===== config.mk =====
export PLATFORM = sky130hd
export DESIGN_NAME = ram_arbiter
export DESIGN_NICKNAME = d
export VERILOG_FILES = /design/src/rtl/ram_arb_pkg.sv /design/src/rtl/mem_byte_merge.sv /design/src/rtl/ram_arbiter.sv
export SDC_FILE = /design/constraint.sdc
export NUM_CORES = 1
export LEC_CHECK = 0
export ABC_AREA = 1
export BUFFER_PORTS_ARGS = -buffer_cell sky130_fd_sc_hd__buf_4
export CAP_MARGIN = 20
export CORE_AREA = 2 2 99 101
export DETAILED_ROUTE_END_ITERATION = 8
export DIE_AREA = 0 0 101 103
export HOLD_SLACK_MARGIN = 0.15
export PLACE_DENSITY_LB_ADDON = 0.05
export SLEW_MARGIN = 40
export SYNTH_ARGS = -nofsm -noshare
export SYNTH_HDL_FRONTEND = slang
export SYNTH_SLANG_ARGS = --single-unit
export TNS_END_PERCENT = 10

===== constraint.sdc =====
create_clock -name clk -period 2.8 [get_ports clk]
set_input_delay 0.56 -clock clk [delete_from_list [all_inputs] [get_ports clk]]
set_output_delay 0.56 -clock clk [all_outputs]
set_load 0.03 [all_outputs]

===== src/rtl/ram_arb_pkg.sv =====
// ============================================================================
//  Module   : ram_arb_pkg
//  Purpose  : Shared constants for the two-requester data RAM arbiter.
//  Revision : 1.0 - initial release
// ============================================================================
`default_nettype none

package ram_arb_pkg;

    localparam logic [1:0] IDLE  = 2'd0;
    localparam logic [1:0] MERGE = 2'd1;
    localparam logic [1:0] DONE  = 2'd2;

    localparam logic REQ_I = 1'b0;
    localparam logic REQ_D = 1'b1;

    localparam logic [3:0] BE_FULL = 4'hF;
    localparam logic [3:0] BE_NONE = 4'h0;

endpackage

`default_nettype wire


===== src/rtl/mem_byte_merge.sv =====
// ============================================================================
//  Module   : mem_byte_merge
//  Purpose  : Per-lane select between the stored word and new store data.
//  Revision : 1.0 - initial release
// ============================================================================
`default_nettype none

module mem_byte_merge (
    input  logic [31:0] old_word,
    input  logic [31:0] new_word,
    input  logic [3:0]  be,
    output logic [31:0] merged
);

    genvar k;
    generate
        for (k = 0; k < 4; k++) begin : g_lane
            assign merged[8*k +: 8] = be[k] ? new_word[8*k +: 8] : old_word[8*k +: 8];
        end
    endgenerate

endmodule

`default_nettype wire


===== src/rtl/ram_arbiter.sv =====
// ============================================================================
//  Module   : ram_arbiter
//  Purpose  : Round-robin share of a single-port RAM between fetch and LSU,
//             with read-modify-write for partial-strobe stores.
//  Revision : 1.0 - initial release
// ============================================================================
`default_nettype none

module ram_arbiter #(
    parameter int ADDR_WIDTH     = 32,
    parameter int RAM_ADDR_WIDTH = 14,
    parameter int DATA_WIDTH     = 32
) (
    input  logic                      clk,
    input  logic                      rst_n,
    input  logic                      i_valid,
    input  logic [ADDR_WIDTH-1:0]     i_addr,
    output logic                      i_ready,
    output logic                      i_rsp_valid,
    output logic [DATA_WIDTH-1:0]     i_rdata,
    input  logic                      d_valid,
    input  logic                      d_we,
    input  logic [ADDR_WIDTH-1:0]     d_addr,
    input  logic [DATA_WIDTH-1:0]     d_wdata,
    input  logic [3:0]                d_be,
    output logic                      d_ready,
    output logic                      d_rsp_valid,
    output logic [DATA_WIDTH-1:0]     d_rdata,
    output logic [RAM_ADDR_WIDTH-1:0] ram_addr,
    output logic [DATA_WIDTH-1:0]     ram_wdata,
    output logic                      ram_we,
    output logic                      ram_re,
    input  logic [DATA_WIDTH-1:0]     ram_rdata
);

    import ram_arb_pkg::*;

    logic [1:0]                r_state;
    logic                      r_last_grant;
    logic                      r_grant;
    logic [RAM_ADDR_WIDTH-1:0] r_addr;
    logic [DATA_WIDTH-1:0]     r_wdata;
    logic [3:0]                r_be;

    logic                      w_idle;
    logic                      w_merge;
    logic                      w_done;
    logic                      w_gnt_i;
    logic                      w_gnt_d;
    logic                      w_d_full;
    logic                      w_d_none;
    logic                      w_d_partial;
    logic [RAM_ADDR_WIDTH-1:0] w_i_waddr;
    logic [RAM_ADDR_WIDTH-1:0] w_d_waddr;
    logic [DATA_WIDTH-1:0]     w_merged;
    logic                      w_unused_addr_bits;

    assign w_i_waddr = i_addr[RAM_ADDR_WIDTH+1:2];
    assign w_d_waddr = d_addr[RAM_ADDR_WIDTH+1:2];

    // Upper address bits alias by design; byte offset is ignored.
    assign w_unused_addr_bits = ^{i_addr[ADDR_WIDTH-1:RAM_ADDR_WIDTH+2], i_addr[1:0],
                                  d_addr[ADDR_WIDTH-1:RAM_ADDR_WIDTH+2], d_addr[1:0]};

    assign w_idle  = rst_n && (r_state == IDLE);
    assign w_merge = rst_n && (r_state == MERGE);
    assign w_done  = rst_n && (r_state == DONE);

    // On a tie the requester that was not served last wins.
    assign w_gnt_i = w_idle && i_valid && (!d_valid || (r_last_grant == REQ_D));
    assign w_gnt_d = w_idle && d_valid && !w_gnt_i;

    assign w_d_full    = d_we && (d_be == BE_FULL);
    assign w_d_none    = d_we && (d_be == BE_NONE);
    assign w_d_partial = d_we && !w_d_full && !w_d_none;

    assign i_ready = w_gnt_i;
    assign d_ready = w_gnt_d;

    assign ram_re = w_gnt_i || (w_gnt_d && (!d_we || w_d_partial));
    assign ram_we = (w_gnt_d && w_d_full) || w_merge;

    assign i_rsp_valid = w_done && (r_grant == REQ_I);
    assign d_rsp_valid = w_done && (r_grant == REQ_D);
    assign i_rdata     = ram_rdata;
    assign d_rdata     = ram_rdata;

    mem_byte_merge u_merge (
        .old_word (ram_rdata),
        .new_word (r_wdata),
        .be       (r_be),
        .merged   (w_merged)
    );

    // Address and data come straight from the winning request so the RAM
    // samples them at the accept edge; otherwise the latched copy is held.
    always_comb begin
        ram_addr = r_addr;
        if (w_gnt_i) begin
            ram_addr = w_i_waddr;
        end else if (w_gnt_d) begin
            ram_addr = w_d_waddr;
        end
    end

    always_comb begin
        ram_wdata = r_wdata;
        if (w_merge) begin
            ram_wdata = w_merged;
        end else if (w_gnt_d) begin
            ram_wdata = d_wdata;
        end
    end

    always_ff @(posedge clk) begin
        if (!rst_n) begin
            r_state      <= IDLE;
            r_last_grant <= REQ_D;
            r_grant      <= REQ_I;
            r_addr       <= '0;
            r_wdata      <= '0;
            r_be         <= BE_NONE;
        end else begin
            case (r_state)
                IDLE: begin
                    if (w_gnt_i) begin
                        r_grant      <= REQ_I;
                        r_last_grant <= REQ_I;
                        r_addr       <= w_i_waddr;
                        r_state      <= DONE;
                    end else if (w_gnt_d) begin
                        r_grant      <= REQ_D;
                        r_last_grant <= REQ_D;
                        r_addr       <= w_d_waddr;
                        r_wdata      <= d_wdata;
                        r_be         <= d_be;
                        r_state      <= w_d_partial ? MERGE : DONE;
                    end
                end
                MERGE:   r_state <= DONE;
                DONE:    r_state <= IDLE;
                default: r_state <= IDLE;
            endcase
        end
    end

endmodule

`default_nettype wire


# Word-level counts from Yosys, hierarchy flattened
# Index checks and enable logic that the tools add are counted.
[word_totals] wordCells=56 regBits=54 input_bits=137
[op_classes] eq_ne=4 n_reduce_logical=30 bitwise_logic=2 mux=14
[op_table] op="two-way mux 32 bit" n=2
[op_table] op="two-way mux 8 bit" n=4
[op_table] op="two-way mux 14 bit" n=2
[op_table] op="logical AND 1 bit" n=15
[op_table] op="two-way mux 2 bit" n=3
[op_table] op="logical NOT 1 bit" n=5
[op_table] op="equality test 4 bit, second input constant" n=1
[op_table] op="logical NOT 4 bit" n=1
[op_table] op="logical OR 1 bit" n=4
[op_table] op="case mux 2 bit (2 select lines)" n=1
[op_table] op="AND reduction 2 bit" n=2
[op_table] op="!= test 3 bit, second input constant" n=1
[op_table] op="AND reduction 3 bit" n=1
[op_table] op="equality test 2 x 1 -> 1 bit, second input constant" n=1
[op_table] op="equality test 2 bit, second input constant" n=1
[op_table] op="logical NOT 2 bit" n=1
[op_table] op="two-way mux 1 bit" n=2
[op_table] op="inverter 1 bit" n=2
[op_table] op="nonzero test 2 bit" n=1

# Longest topological paths before layout
[logic_depth] word_depth=9 mapped_depth=9

# Modules after synthesis
# A second synthesis with hierarchy kept.
[hier_totals] hier_cells=674 hier_area_um2=3888.7
[by_module_without_submodules] mod="ram_arbiter" n_inst=1 area_per_inst_um2=3468.3 cells_per_inst=570
[by_module_without_submodules] mod="mem_byte_merge" n_inst=1 area_per_inst_um2=420.4 cells_per_inst=104

# Least setup slack after synthesis
# Ideal clock, no wire load.
[synth_path] kind="input port to output port" start="in rst_n" end="out ram_re" arrival_ns=1.987 path_stages=7 path_slack_ns=0.253 path_buffers=2 path_cell_list="buf_2 nand2_1 nor2_1 nand2_2 buf_2 nand2_2 a21boi_0"
[synth_between] elab_chain_len=7
[synth_lines] element="from (decl)" line="ram_arbiter.sv:15" text="input logic rst_n,"
[synth_lines] element="logical AND 1 bit *" line="ram_arbiter.sv:65" text="assign w_idle = rst_n && (r_state == IDLE);"
[synth_lines] element="logical AND 1 bit (2 in series)" line="ram_arbiter.sv:70" text="assign w_gnt_i = w_idle && i_valid && (!d_valid || (r_last_grant == REQ_D));"
[synth_lines] element="logical NOT 1 bit" line="ram_arbiter.sv:71" text="assign w_gnt_d = w_idle && d_valid && !w_gnt_i;"
[synth_lines] element="logical AND 1 bit" line="ram_arbiter.sv:71"
[synth_lines] element="logical AND 1 bit" line="ram_arbiter.sv:80" text="assign ram_re = w_gnt_i || (w_gnt_d && (!d_we || w_d_partial));"
[synth_lines] element="logical OR 1 bit *" line="ram_arbiter.sv:80"
[synth_lines] element="to (decl)" line="ram_arbiter.sv:32" text="output logic ram_re,"
# Every way passes the cells marked *; elsewhere a longest branch is shown, timed or not.

# Worst setup path after layout
[layout_path] start="reg r_state[1]" end="out ram_addr[1]"
[layout_between] elab_chain_len=8
[layout_lines] element="from (decl)" line="ram_arbiter.sv:38" text="logic [1:0] r_state;"
[layout_lines] element="from (signal assigned)" line="ram_arbiter.sv:137" text="r_state <= w_d_partial ? MERGE : DONE;"
[layout_lines] element="logical NOT 2 bit *" line="ram_arbiter.sv:65"
[layout_lines] element="logical AND 1 bit *" line="ram_arbiter.sv:65"
[layout_lines] element="logical AND 1 bit (2 in series)" line="ram_arbiter.sv:70"
[layout_lines] element="logical NOT 1 bit" line="ram_arbiter.sv:71"
[layout_lines] element="logical AND 1 bit" line="ram_arbiter.sv:71"
[layout_lines] element="two-way mux 14 bit" line="ram_arbiter.sv:101" text="end else if (w_gnt_d) begin"
[layout_lines] element="two-way mux 14 bit *"
[layout_lines] element="to (decl)" line="ram_arbiter.sv:29" text="output logic [RAM_ADDR_WIDTH-1:0] ram_addr,"
# Marked as above.

==> summary.md <==
| Metric | Value |
|---|---|
| Post-Route Skew | 0.00275 ns |
| Routed Antenna Nets | 0 |
| Die W | 101 microns |
| Top cell type's share of synthesized area | 28.9% |
| CP Launch Type | register |
| Full die area | 0.0104 sq mm |
| Synth Area per Inst | 6.14 sq um |
| # rows | 36 |
| IO buf count | around 220 |
| Slew Viols, Final | 0 |
| DRC viols | 0 |
| Synth area leader | dfxtp_1 |
| Seq pwr share | between 30% and 40% |
| M3 GR Usage | ~4.6% |
| Crit-path slowest cell | dfxtp_1 |
| CP bufs+invs | 3 |
| Synth area leaders | dfxtp_1, nand2_1, buf_4, nand3_1, inv_1 |
| Synth Cell Area | 0.00374 sq mm |
| Diodes inserted | 0 |
| Comb pwr share | 42.6% |
| Synth Warn # | 0 |
| CTS root buf | clkbuf_8 |
| Resize count post-CTS | 0 |
| Via density per instance | approximately 4.6 |
| Mapped Cells | just over 600 |
| Critical Path AT | around 1.9 ns |
| Crit path cell chain | nor2_2 -> nand3_4 -> buf_4 -> inv_1 -> nand3_1 -> nand3_1 -> buf_4 |
| Status | complete, no violations |
| Boundary pin count | about 250 |
| Setup bufs post-CTS | 0 |
| Crit-path leading delay family | buffers and inverters |
| Maxcap violations | 0 |
| Length of the first detailed-routing pass in iterations | 5 |
| RSZ-0062 raised after global routing | false |
| Post-synth net total | around 750 |
| Gr busiest metal | met2 |
| Die Ht | 103 microns |
| CTS tree | done |
| Worst slew pin tran | ~0.6 ns |
| Peak supply drop | 0.208 mV |
| H-tree depth | 2 |
| Fin. Hold Viols | 0 |
| Minimum clock period | 2.48 ns |
| P_sw | 0.851 mW |
| Kind of critical path | reg2out |
| Largest net degree at the start of global routing | 38 |
| Longest Clk Path Bufs | 2 |
| Drt first-iter violations | 146 |
| Max_slew headroom | 60.6% |
| Clk pwr share | between 10% and 20% |
| DRT Wirelength | 10.2 mm |
| Starting density of the core | 39.6% |
| Register area share after synthesis | 28.9% |
| CP Max Fanout | 16 |
| Core Box Area | 0.00946 sq mm |
| Setup violations, final | 0 |
| Share of cells above drive strength 1 | roughly 32% |
| Worst path max stage delay | 0.34 ns |
| DR WL/cell | 11.8 microns |
| Clock sink total | 54 |
| CTS buffer count | 5 |
| Total track usage | a little under a fifth |
| PwrDens | ~440 mW/mm^2 |
| Peak Freq | 403 MHz |
| GRT met1 Usage | 23.5% |
| Layout area overhead | 34.3% |
| Core Util, Final | 53.1% |
| Routability cong. | around 0.8 |
| Number of global-route vias before repair | 3,500 |
| First-pass GRT wire length | 16.0 mm |
| Vias | 3,948 |
| Total Neg Setup Slack | 0 ns |
| Post-synth cell types | 23 |
| Clock Pin Slew Worst Setup and Hold Paths | about 0.090 ns |
| Critical path required time | 2.24 ns |
| Crit end category | output pin |
| FF+latch count, synth | 54 |
| Tcrit/Tclk final | 88.6% |
| Static Leakage | 2.85 nW |
| Internal power | 1.36 mW |
| Net Sw Frac | roughly 39% |
| Hold Crit Class | in2reg |
| M2 GR Usage | 33.3% |
| Fin nets | slightly below 900 |
| Cts hold-fix bufs | 0 |
| Total global routing overflow | 0 |
| Final HPWL DP | 7.53 mm |
| Worst-skew pair later-pin latency | 0.30 ns |
| Initial antenna violation count | 0 |
[tightest hold or removal path: cells and delay by family]
| kind | cells | cell delay [ns] |
|---|---|---|
| buf+inv | 1 | 0.08 |
| simple gates | 2 | 0.11 |
[metal layers]
| metal | share of wire [%] | wire length, microns |
|---|---|---|
| met5 | 0 | 0 |
| met4 | 0.67 | 68 |
| met3 | 8.3 | 847 |
| met2 | 48 | 4900 |
| met1 | 43 | 4340 |
[Yosys cell counts, drive strengths merged]
master	instances
dfxtp	54
o211ai	33
nor2	50
buf	83
clkinv	1
o21ai	5
clkbuf	13
nor3	2
a21boi	1
a211oi	1
nand2	197
a21oi	1
inv	90
nand3	79
[kinds of logic (layout without fill, tap and decap cells)]
family | Yosys count | count (layout) | share of synthesized area [%]
buffers and inverters | 187 | 325 | 26.3
AOI/OAI and AO/OA | 41 | 41 | 8.22
DFF | 54 | 54 | 28.9
and+or+nand+nor | 328 | 328 | 36.6
[through the flow]
stage	hold WS, ns	cell area [sq um]	power [mW]	instances	setup slack [ns]
2_1_floorplan	0.459	3740	1.50	610	0.253
3_5_place_dp	0.477	4950	1.82	855	0.228
5_1_grt	0.496	5030	2.35	862	0.178
4_1_cts	0.477	5020	2.24	862	0.145
6_report	0.490	5030	2.21	862	0.320
3_3_place_gp	0.473	4950	1.81	855	0.226
[cell usage in the layout (no fill, tap or decap)]
cell type / count
nand2_2: 2
inv_4: 1
nor2_2: 2
nand2_1: 195
dfxtp_1: 54
a211oi_1: 1
a21boi_0: 1
clkbuf_8: 5
inv_1: 88
o211ai_1: 33
o21ai_0: 4
inv_2: 1
a21oi_2: 1
nor2_1: 46
clkbuf_1: 2
buf_4: 227
clkinv_1: 1
o21ai_4: 1
nor2_4: 2
nand3_1: 78
nand3_4: 1
nor3_1: 2
[state kept, by name, indices dropped and copies added (netlist names)]
register	flops
r_be	4
r_wdata	32
r_last_grant	1
r_state	2
r_grant	1
r_addr	14
[layout make-up]
cell class | instances | area [sq um]
sequential | 54 | 1080
multi-input combinational | 369 | 1680
inverter | 91 | 344
fill | 1002 | 4430
tap | 114 | 143
timing repair buffer | 227 | 1700
clock buffer | 7 | 76.3
[power by group through the flow]
stage	registers, mW	logic, mW	clock network, mW
final	0.854	0.941	0.412
after global routing	0.861	1.03	0.464
after CTS	0.854	0.950	0.434
after detailed placement	0.872	0.947	0
after global placement	0.870	0.939	0
after floorplan	0.852	0.645	0
[path summary, 6_finish.rpt]
kind,start,to,slack [ns],cells past startpoint
worst max register to register,r_state[1],r_addr[1],1.21,8
worst min register to register,r_grant,r_grant,0.49,2
worst max-delay path,r_state[1],ram_addr[1],0.32,7
worst min-delay path,d_be[3],r_be[3],0.49,3
(Power assumes the default switching activity.)
